[config.mk]
export PLATFORM = sky130hd
export DESIGN_NAME = vx_tcu_tfr_acc_int_flat
export DESIGN_NICKNAME = d
export VERILOG_FILES = /design/src/rtl/vx_tcu_tfr_acc_int_if.sv /design/src/rtl/vx_tcu_tfr_acc_int.sv /design/src/flat_wrapper.sv
export SDC_FILE = /design/constraint.sdc
export NUM_CORES = 1
export LEC_CHECK = 0
export BUFFER_PORTS_ARGS = -buffer_cell sky130_fd_sc_hd__buf_2
export CAP_MARGIN = 10
export CORE_ASPECT_RATIO = 0.9
export CORE_MARGIN = 5
export CORE_UTILIZATION = 31
export DETAILED_ROUTE_END_ITERATION = 7
export GPL_TIMING_DRIVEN = 0
export HOLD_SLACK_MARGIN = 0.05
export PLACE_DENSITY_LB_ADDON = 0.05
export SETUP_SLACK_MARGIN = 0.15
export SLEW_MARGIN = 20
export SYNTH_ARGS = -nofsm -noshare
export SYNTH_HDL_FRONTEND = slang
export SYNTH_SLANG_ARGS = --single-unit
[constraint.sdc]
create_clock -name clk -period 14.6 [get_ports clk]
set_input_delay 2.92 -clock clk [delete_from_list [all_inputs] [get_ports clk]]
set_output_delay 2.92 -clock clk [all_outputs]
set_load 0.01 [all_outputs]
[src/rtl/vx_tcu_tfr_acc_int_if.sv]
`default_nettype none
// ============================================================================
// Module   : vx_tcu_tfr_acc_int_if
// Brief    : Beat-in / tile-out handshake bundle for the integer TCU accumulator.
// Revision : 1.0 - initial release
// ============================================================================
interface vx_tcu_tfr_acc_int_if #(
    parameter int TCK = 4
);
    logic                  valid_in;
    logic                  ready_in;
    logic [TCK-1:0][24:0]  prod_in;
    logic [31:0]           c_in;
    logic [31:0]           req_id_in;
    logic                  valid_out;
    logic                  ready_out;
    logic [31:0]           d_out;
    logic [31:0]           req_id_out;

    // master is the producer/consumer side, slave is the accumulator
    modport master (
        output valid_in, prod_in, c_in, req_id_in, ready_out,
        input  ready_in, valid_out, d_out, req_id_out
    );

    modport slave (
        input  valid_in, prod_in, c_in, req_id_in, ready_out,
        output ready_in, valid_out, d_out, req_id_out
    );
endinterface
`default_nettype wire

[src/rtl/vx_tcu_tfr_acc_int.sv]
`default_nettype none
// ============================================================================
// Module   : vx_tcu_tfr_acc_int
// Brief    : Two-stage integer accumulator: lane reduction, then KSTEPS-beat
//            accumulation into one 32-bit tile result. Define TCU_ACC_SAT_EN
//            for signed saturating accumulation (default wraps mod 2^32).
// Revision : 1.0 - initial release
// ============================================================================
module vx_tcu_tfr_acc_int #(
    parameter int TCK    = 4,
    parameter int KSTEPS = 4
) (
    input  wire logic             clk,
    input  wire logic             reset,
    vx_tcu_tfr_acc_int_if.slave   bus
);
    localparam int             CW   = (KSTEPS > 1) ? $clog2(KSTEPS) : 1;
    localparam logic [CW-1:0]  LAST = CW'(KSTEPS - 1);

    localparam logic [1:0] IDLE  = 2'd0;
    localparam logic [1:0] ACCUM = 2'd1;
    localparam logic [1:0] DRAIN = 2'd2;
    localparam logic [1:0] HOLD  = 2'd3;

    logic [1:0]    state;
    logic [CW-1:0] cnt;
    logic          drain_cnt;
    logic          ready;
    logic          accept;
    logic          first_beat;
    logic          last_beat;

    logic [31:0]   lane_sum;
    logic          s1_valid;
    logic          s1_first;
    logic [31:0]   s1_sum;
    logic [31:0]   s1_seed;
    logic [31:0]   s1_id;

    logic [31:0]   acc;
    logic [31:0]   acc_base;
    logic [31:0]   acc_next;
    logic [31:0]   tile_id;
    logic [31:0]   d_out_q;
    logic [31:0]   id_out_q;

    assign ready      = ((state == IDLE) || (state == ACCUM)) && !reset;
    assign accept     = bus.valid_in && ready;
    assign first_beat = (cnt == '0);
    assign last_beat  = (cnt == LAST);

    always_comb begin
        lane_sum = '0;
        for (int i = 0; i < TCK; i++) begin
            lane_sum = lane_sum + {{7{bus.prod_in[i][24]}}, bus.prod_in[i]};
        end
    end

    assign acc_base = s1_first ? s1_seed : acc;

`ifdef TCU_ACC_SAT_EN
    logic [32:0] acc_wide;
    assign acc_wide = {acc_base[31], acc_base} + {s1_sum[31], s1_sum};
    // Bits 32 and 31 disagree only on signed overflow; bit 32 is the true sign.
    always_comb begin
        acc_next = acc_wide[31:0];
        if (acc_wide[32] != acc_wide[31]) begin
            acc_next = acc_wide[32] ? 32'h8000_0000 : 32'h7FFF_FFFF;
        end
    end
`else
    assign acc_next = acc_base + s1_sum;
`endif

    // Stage 1: lane reduction plus first-beat seed/tag capture
    always_ff @(posedge clk or posedge reset) begin
        if (reset) begin
            s1_valid <= 1'b0;
            s1_first <= 1'b0;
            s1_sum   <= '0;
            s1_seed  <= '0;
            s1_id    <= '0;
        end else begin
            s1_valid <= accept;
            if (accept) begin
                s1_sum   <= lane_sum;
                s1_first <= first_beat;
                if (first_beat) begin
                    s1_seed <= bus.c_in;
                    s1_id   <= bus.req_id_in;
                end
            end
        end
    end

    // Stage 2: accumulate
    always_ff @(posedge clk or posedge reset) begin
        if (reset) begin
            acc     <= '0;
            tile_id <= '0;
        end else if (s1_valid) begin
            acc <= acc_next;
            if (s1_first) begin
                tile_id <= s1_id;
            end
        end
    end

    // Tile control; the final stage-2 write lands one cycle into DRAIN
    always_ff @(posedge clk or posedge reset) begin
        if (reset) begin
            state     <= IDLE;
            cnt       <= '0;
            drain_cnt <= 1'b0;
            d_out_q   <= '0;
            id_out_q  <= '0;
        end else begin
            if (accept) begin
                cnt <= last_beat ? '0 : cnt + 1'b1;
            end
            case (state)
                IDLE, ACCUM: begin
                    if (accept && last_beat) begin
                        state     <= DRAIN;
                        drain_cnt <= 1'b0;
                    end else if (accept) begin
                        state <= ACCUM;
                    end
                end
                DRAIN: begin
                    if (drain_cnt) begin
                        state    <= HOLD;
                        d_out_q  <= acc;
                        id_out_q <= tile_id;
                    end
                    drain_cnt <= 1'b1;
                end
                HOLD: begin
                    if (bus.ready_out) begin
                        state <= IDLE;
                    end
                end
                default: state <= IDLE;
            endcase
        end
    end

    assign bus.ready_in   = ready;
    assign bus.valid_out  = (state == HOLD);
    assign bus.d_out      = d_out_q;
    assign bus.req_id_out = id_out_q;
endmodule
`default_nettype wire

[src/flat_wrapper.sv]
// flat-port wrapper written by rule: the top's interface ports become plain ports
module vx_tcu_tfr_acc_int_flat 
#(
    parameter int TCK    = 4,
    parameter int KSTEPS = 4
)
  (clk, reset, bus_valid_in, bus_prod_in, bus_c_in, bus_req_id_in, bus_ready_out, bus_ready_in, bus_valid_out, bus_d_out, bus_req_id_out);
  vx_tcu_tfr_acc_int_if #(.TCK(TCK)) bus_i ();
  input  wire logic clk;
  input  wire logic reset;
  input wire logic [$bits(bus_i.valid_in)-1:0] bus_valid_in;
  input wire logic [$bits(bus_i.prod_in)-1:0] bus_prod_in;
  input wire logic [$bits(bus_i.c_in)-1:0] bus_c_in;
  input wire logic [$bits(bus_i.req_id_in)-1:0] bus_req_id_in;
  input wire logic [$bits(bus_i.ready_out)-1:0] bus_ready_out;
  output wire logic [$bits(bus_i.ready_in)-1:0] bus_ready_in;
  output wire logic [$bits(bus_i.valid_out)-1:0] bus_valid_out;
  output wire logic [$bits(bus_i.d_out)-1:0] bus_d_out;
  output wire logic [$bits(bus_i.req_id_out)-1:0] bus_req_id_out;
  assign bus_i.valid_in = bus_valid_in;
  assign bus_i.prod_in = bus_prod_in;
  assign bus_i.c_in = bus_c_in;
  assign bus_i.req_id_in = bus_req_id_in;
  assign bus_i.ready_out = bus_ready_out;
  assign bus_ready_in = bus_i.ready_in;
  assign bus_valid_out = bus_i.valid_out;
  assign bus_d_out = bus_i.d_out;
  assign bus_req_id_out = bus_i.req_id_out;
  vx_tcu_tfr_acc_int #(.TCK(TCK), .KSTEPS(KSTEPS)) u_core (.clk(clk), .reset(reset), .bus(bus_i));
endmodule
Word-level counts from Yosys, hierarchy flattened
Index checks and enable logic that the tools add are counted.

word-level totals
  bits in registers = 231
  latch bits = 0
  bits in writable memories = 0
  memory bits (read-only) = 0
  input port bits = 168
  word-level logic and storage cells = 48
  memories = 0

operators by class
  add/sub/neg operators = 5
  $mul = 0
  divide/modulo/power cells = 0
  magnitude comparators = 0
  equal/unequal tests = 8
  shift-type cells = 0
  mux-type cells = 9
  bitwise gates (word level) = 0
  reduce and logical (&&, ||, !) cells = 14

operators with widths
  kind                                                                      count
  32-bit adder                                                              3
  32-bit 2-to-1 mux                                                         1
  25-bit by 25-bit adder with 26-bit output                                 1
  2-bit 2-to-1 mux                                                          5
  2-bit AND reduction                                                       4
  2-bit equality test (second input constant)                               3
  2-bit one-hot mux with 3 select lines                                     1
  2-bit logical NOT                                                         2
  2-bit by 1-bit inequality test with 1-bit output (second input constant)  2
  1-bit logical AND                                                         3
  3-bit by 1-bit inequality test with 1-bit output (second input constant)  1
  3-bit AND reduction                                                       1
  2-bit by 1-bit adder with 2-bit output (second input constant)            1
  2-bit by 1-bit equality test with 1-bit output (second input constant)    1
  2-bit inequality test (second input constant)                             1
  1-bit one-hot mux with 2 select lines                                     1
  2-bit nonzero test                                                        1
  2-bit OR reduction                                                        1
  1-bit logical NOT                                                         1
  1-bit logical OR                                                          1
  1-bit 2-to-1 mux                                                          1

Depth between registers and ports, before layout
Gate-level depths: netlist (run 1).

  depth after elaboration = 7
  mapped depth = 21

Least setup slack after synthesis (run 1)
Ideal clock, no wire load.

  kind = input to register
  start point = input port bus_prod_in[0]
  end point = register u_core.s1_sum[26]
  setup time = 147 ps
  arrival time = 6946 ps
  data required time = 14453 ps
  setup slack = 7508 ps
  cell stages on the path = 21
  cell sequence = ha_1 > fa_1 > a21oi_1 > nand4b_1 > and3_1 > o41ai_2 > nand3_1 > nand2_1 > a2111oi_0 > nor2_1 > fa_1 > ha_1 > inv_1 > o21ai_0 > a21oi_1 > o22ai_1 > a211o_1 > a31o_2 > a21oi_1 > mux2i_1 > o311ai_0

between the ends
  cells in the longest elaborated chain, start to end = 3

RTL lines
  item                                       RTL line                  RTL
  from (decl)                                flat_wrapper.sv:12        input wire logic [$bits(bus_i.prod_in)-1:0] bus_prod_in;
  25-bit by 25-bit adder with 26-bit output  vx_tcu_tfr_acc_int.sv:55  lane_sum = lane_sum + {{7{bus.prod_in[i][24]}}, bus.prod_in[i]};
  32-bit adder (2 in a row)                  vx_tcu_tfr_acc_int.sv:55
  to (signal assigned)                       vx_tcu_tfr_acc_int.sv:86  s1_sum <= lane_sum;
  to (decl)                                  vx_tcu_tfr_acc_int.sv:36  logic [31:0] s1_sum;

Every way passes these cells.
A chain may end at the register's enable or synchronous reset.

Worst setup path in the final report (run 1)
  start point = input port bus_prod_in[0]
  end point = register u_core.s1_sum[29]

Same word-level chain as after synthesis.

==> flow_summary.yaml, run 1 <==
outcome:
  status: "completed"
floorplan:
  start_util: 0.312
  die_w_um: 229
  rows: 72
  dieArea_mm2: 0.0474
  io_pins: 234
  fp.dieH_um: 207
  core-area_mm2: 0.0428
clock_network:
  cts_htree_levels: 1
  clock-sinks: 231
  ctsResizeCount: 0
  root_buffer: "clkbuf_16"
  post_cts_buffers: 0
  clock_path_buffers: 3
  cts_tree: "done"
  cts_hold_buffers: 0
  insertion_delay_ns: 0.55
  clkSlewWorstSetupHoldPaths_ns: 0.06
  numCtsBuffers: 28
power_and_ir_drop:
  clock_power_share: 0.190
  p_comb_frac: 0.505
  p_seq_frac: 0.305
  vdd_drop_max_v: 0.0000820
  sw_frac_of_total: 0.382
  switchingPower_uw: 1410
  intPower_uw: 2280
  power.density_mw_per_mm2: 228
  p_leak_uw: 0.00773
critical_path:
  critPathMaxFanout: 4
  critical-path-slowest-cell: "a21oi_1"
  worstSetupPathType: "in2reg"
  critPathRequiredTime_ns: 15.00
  end_kind: "flop"
  crit_top_cell: "a21oi_1"
  max_stage_delay_ns: 0.54
  crit_chain: "buf_2 > ha_1 > fa_1 > a21oi_1 > nand4b_1 > and3_1 > o41ai_2 > nand3_1 > nand2_1 > a2111oi_0 > nor2_1 > fa_1 > ha_1 > and3_1 > nand3_1 > a2111oi_0 > nor3_1 > a21oi_1 > a21oi_1 > nand3b_1 > a21oi_1 > nor2_1"
  cp.arrival_ns: 8.34
  cp-start-kind: "input port"
min_path:
  hold_path.class: "reg2reg"
yosys:
  synth_top_flop_cell: "dfrtp_1"
  avgSynthCellArea_um2: 11.4
  ys_types: 70
  synth_seq_cells: 231
  yosysWarnings: 0
  syn_inst: 1175
  syn-num-nets: 1456
  yosysSeqAreaShare: 0.432
  synthArstFlopShare: 1.00
  synth_area_mm2: 0.0134
  synth-edff-count: 0
timing:
  fin_crit_sh: 0.544
  setup_viol: 0
  drv_slew: 0
  skew_ns: 0.0157
  fmax_mhz: 126
  fin_setup_tns_ns: 0
  worst_slew_pin_slew_ns: 0.830
  hold_viol_final: 0
  rsz0062_at_grt: "no"
  slew_headroom: 0.447
  finalCriticalPeriod_ns: 7.94
detailed_routing:
  routed_wl_um: 35800
  num_vias: 9661
  drc: 0
  drt_pass1_iterations: 6
  viasPerCell: 4.79
  drtIter0Drc: 471
  wl_per_cell_um: 17.8
  drtAntennaViolNets: 0
layout:
  multi_input_area_mm2: 0.00726
  antenna_cells: 0
  area_growth_pct: 21.4
  mostFrequentLayoutCell: "buf_2"
  final_cell_mix: "236 x buf_2, 231 x dfrtp_1, 207 x mux2_2"
  final_area_mm2: 0.0162
  drive_gt1_frac: 0.346
  layout.nets: 1721
  ff_latch_area_mm2: 0.00578
  fillers: 4258
placed_design:
  gp_congestion: 0.820
  postPlaceCellArea_mm2: 0.0153
  place.port_buffers: 233
  hpwl_um: 27600
global_routing:
  grt_first_pass_wirelength_um: 57800
  overflow: 0
  grt_usage: 0.149
  grt_pass1_vias: 10400
  grt_max_degree: 92
  antenna_found_initial: 3
run:
  drv_cap: 0
==> cells by family (layout without fill, tap and decap cells) <==
kind of cell    after synthesis  in the layout  synth area share
compound gates              253            253             0.124
mux                         211            211             0.177
buf+inv                      87            372            0.0248
xor+xnor                     70             70            0.0464
simple gates                210            210            0.0731
fa+ha+maj                   113            113             0.122
flops                       231            231             0.432
==> final timing paths <==
kind / slack (ns) / cells past startpoint / to / startpoint
setup / recovery: 6.66 / 22 / u_core.s1_sum[29] / bus_prod_in[0]
max in group asynchronous: 11.36 / 3 / u_core.acc[22] / reset
setup reg to reg: 10.24 / 14 / u_core.acc[31] / u_core.s1_first
hold / removal: 0.47 / 2 / u_core.bus.d_out[14] / u_core.bus.d_out[14]
hold reg to reg: 0.47 / 2 / u_core.bus.d_out[14] / u_core.bus.d_out[14]
min in group asynchronous: 2.42 / 2 / u_core.tile_id[13] / reset
==> registers in the layout (all words and copies together) (netlist names) <==
name                   flops
u_core.acc                32
u_core.bus.d_out          32
u_core.bus.req_id_out     32
u_core.cnt                 2
u_core.drain_cnt           1
u_core.s1_first            1
u_core.s1_id              32
u_core.s1_seed            32
u_core.s1_sum             32
u_core.s1_valid            1
u_core.state               2
u_core.tile_id            32
==> per-stage QoR <==
| step | hold slack [ns] | instances | util | power [uW] | worst slack, ns |
|---|---|---|---|---|---|
| after floorplan | 0.445 | 1175 | - | 2510 | 5.35 |
| final | 0.473 | 2015 | 0.379 | 3700 | 6.66 |
| after global placement | 0.459 | 1963 | 0.356 | 3010 | 2.02 |
| after global routing | 0.503 | 2015 | 0.379 | 4030 | 6.48 |
| after CTS | 0.480 | 2015 | 0.379 | 3770 | 6.77 |
| after detailed placement | 0.467 | 1965 | 0.357 | 3030 | 6.20 |
==> cell usage after synthesis (3+ instances only) <==
cell type  number  share of area
and3_1         10         0.0047
o21bai_1        6         0.0034
nor2_1         45          0.013
ha_1           84          0.079
nand3_1        20         0.0075
xor2_1         27          0.018
a21oi_1        64          0.024
o21ai_1         9         0.0034
o221ai_1        3         0.0020
mux2_2        207           0.17
nand4_1         6         0.0028
dfrtp_1       231           0.43
or3_1           5         0.0023
nand3b_1        3         0.0017
o21a_1          7         0.0039
buf_1           6         0.0017
o21ai_0        57          0.021
or4_1           3         0.0017
o211ai_1       11         0.0062
xnor2_1        42          0.028
a211o_1         7         0.0046
nor2b_1        10         0.0047
fa_1           29          0.043
a211oi_1        6         0.0034
nand2_1        82          0.023
nand2b_1        3         0.0014
clkbuf_1       27         0.0076
a31oi_1         9         0.0042
and2_1          4         0.0019
o22ai_1         4         0.0019
a21o_1         34          0.019
inv_1          50          0.014
nor3_1         11         0.0041
mux2i_1         4         0.0030
buf_2           3         0.0011
==> area by class of cell <==
type,instances,share of cell area
Buffer,37,0.00886
Clock buffer,42,0.0501
Multi-Input combinational cell,857,0.447
Inverter,50,0.0120
Tap cell,555,0.0428
Timing Repair Buffer,235,0.0752
Sequential cell,231,0.356
Clock inverter,8,0.00778
==> power by group through the flow <==
stage | clock, uW | combinational, uW | sequential, uW
CTS | 737 | 1900 | 1140
global route | 759 | 2090 | 1170
global placement | 0 | 1870 | 1140
floorplan | 0 | 1390 | 1120
detailed placement | 0 | 1880 | 1150
finish | 702 | 1870 | 1130
==> metal layers <==
layer / GRT usage / up-vias / wire [um]
li1: - / 4774 / -
met1: 0.220 / 4621 / 18000
met2: 0.233 / 226 / 15700
met3: 0.0271 / 38 / 1700
met4: 0.0257 / 2 / 446
met5: 0 / - / 7
==> critical path, delay by kind of cell <==
kind	cells	cell delay, ns
AND/OR/NAND/NOR	10	1.58
buffers and inverters	1	0.10
adder cells (fa/ha/maj)	4	1.44
AO/OA/AOI/OAI	7	2.30
(Power assumes the default switching activity.)
==> inputs of run 2 (changes only) <==
==> constraint.sdc (replaced) <==
create_clock -name clk -period 7.75 [get_ports clk]
set_input_delay 1.55 -clock clk [delete_from_list [all_inputs] [get_ports clk]]
set_output_delay 1.55 -clock clk [all_outputs]
set_load 0.01 [all_outputs]
==> run 2 against run 1 <==
Compared with the run above:
- clock skew down 0.0092 ns
- setup slack worse by 5.5 ns
- first-iteration DRC count down 30%
- largest cell class unchanged
- total power up 87%
- via count down 0.75%
==> flow_summary.yaml, run 2 (synthesis results as in run 1) <==
critical_path:
  crit_chain: "buf_2 > ha_1 > fa_1 > a21oi_1 > nand4b_1 > and3_1 > o41ai_2 > nand3_1 > nand2_1 > a2111oi_0 > nor2_1 > fa_1 > ha_1 > and3_1 > nand3_1 > a2111oi_0 > nor3_1 > a21oi_1 > a21oi_1 > nand3b_1 > a21oi_1 > nor2_1"
  crit_top_cell: "a21oi_1"
  cp.buffers_inverters: 1
  end_kind: "flop"
  critPathMaxFanout: 4
  rr_worst_depth: 14
  timing.rr.end: "u_core.acc[31]"
  path_delay_family: "compound AO/OA/AOI/OAI gates"
  ff2ff_setup_slack_ns: 3.45
  cp-start-kind: "input port"
  cp.arrival_ns: 7.00
  critical-path-slowest-cell: "a21oi_1"
  max_stage_delay_ns: 0.55
  worstSetupPathType: "in2reg"
  rr_startpoint: "u_core.s1_first"
  critPathRequiredTime_ns: 8.14
floorplan:
  fp.dieH_um: 207
  die_w_um: 229
  dieArea_mm2: 0.0474
  io_pins: 234
  rows: 72
  core-area_mm2: 0.0428
  start_util: 0.312
clock_network:
  clock-sinks: 231
  cts_hold_buffers: 0
  post_cts_buffers: 0
  cts_htree_levels: 1
  clkSlewWorstSetupHoldPaths_ns: 0.06
  insertion_delay_ns: 0.53
  root_buffer: "clkbuf_16"
  clock_path_buffers: 3
  cts_tree: "done"
  numCtsBuffers: 27
  ctsResizeCount: 0
min_path:
  hold_depth: 2
  min_from: "u_core.bus.d_out[21]"
  min_to: "u_core.bus.d_out[21]"
  hold_path.class: "reg2reg"
power_and_ir_drop:
  power.density_mw_per_mm2: 425
  vdd_drop_max_v: 0.000117
  p_leak_uw: 0.00777
  p_total_uw: 6930
layout:
  fillers: 4299
  area_growth_pct: 22.1
  layout.nets: 1726
  mostFrequentLayoutCell: "buf_2"
  drive_gt1_frac: 0.352
  antenna_cells: 0
  postLayoutCoreUtil: 0.381
  final_cell_mix: "236 x buf_2, 231 x dfrtp_1, 207 x mux2_2"
detailed_routing:
  drtIter0Drc: 330
  drt_pass1_iterations: 4
  routed_wl_um: 35500
  num_vias: 9589
  drc: 0
  viasPerCell: 4.75
  drtAntennaViolNets: 0
  wl_per_cell_um: 17.6
placed_design:
  post-place-ws_ns: 0.686
  gp_congestion: 0.822
  hpwl_um: 27800
  place.port_buffers: 233
global_routing:
  antenna_found_initial: 3
  grt_first_pass_wirelength_um: 56700
  grt_usage: 0.147
  grt_pass1_vias: 10200
  overflow: 0
  grt_max_degree: 32
timing:
  fin_crit_sh: 0.853
  hold_slack_ns: 0.489
  slew_headroom: 0.459
  fin_setup_tns_ns: 0
  setup_viol: 0
  fmax_mhz: 151
  finalCriticalPeriod_ns: 6.61
  skew_ns: 0.00655
  drv_slew: 0
  layout_setup_ws_ns: 1.14
  rsz0062_at_grt: "no"
  hold_viol_final: 0
  worst_slew_pin_slew_ns: 0.812
run:
  drv_cap: 0
outcome:
  status: "completed"
run 2: layout make-up:
class / count / area [um^2] / area share
Multi-Input combinational cell: 857 / 7260 / 0.445
Clock inverter: 13 / 148 / 0.00905
Sequential cell: 231 / 5780 / 0.354
Tap cell: 555 / 694 / 0.0426
Buffer: 37 / 144 / 0.00882
Timing Repair Buffer: 241 / 1330 / 0.0817
Inverter: 50 / 191 / 0.0117
Clock buffer: 36 / 769 / 0.0472
run 2: per-stage QoR:
| stage | std cells | area [um^2] |
|---|---|---|
| 4_1_cts | 2020 | 16300 |
| 3_5_place_dp | 1971 | 15400 |
| 2_1_floorplan | 1175 | 13400 |
| 5_1_grt | 2020 | 16300 |
| 3_3_place_gp | 1963 | 15200 |
| 6_report | 2020 | 16300 |
run 2: worst min-delay path, cell delays in order, from the launching register on:
cell	delay, ns
dfrtp_1	0.35
nand2_1	0.05
o21ai_0	0.06
run 2: worst max path at each step:
stage	startpoint	endpoint	slack (ns)	cells past startpoint
after floorplan	bus_prod_in[0]	u_core.s1_sum[26]	2.03	21
after global placement	bus_prod_in[0]	u_core.s1_sum[31]	0.64	22
after detailed placement	bus_prod_in[0]	u_core.s1_sum[27]	0.69	22
after CTS	bus_prod_in[0]	u_core.s1_sum[31]	1.24	22
after global routing	bus_prod_in[0]	u_core.s1_sum[27]	0.93	22
final	bus_prod_in[0]	u_core.s1_sum[31]	1.14	22
run 2: layer usage:
metal	track usage	up-vias	wire (um)
li1	-	4789	-
met1	0.210	4561	17500
met2	0.235	204	15700
met3	0.0303	31	1750
met4	0.0222	4	386
met5	0	-	34
run 2: power by group:
part | internal, uW | switching (uW) | leakage [uW]
sequential | 1790 | 330 | 0.00284
combinational | 1700 | 1810 | 0.00447
clock | 794 | 508 | 0.000462
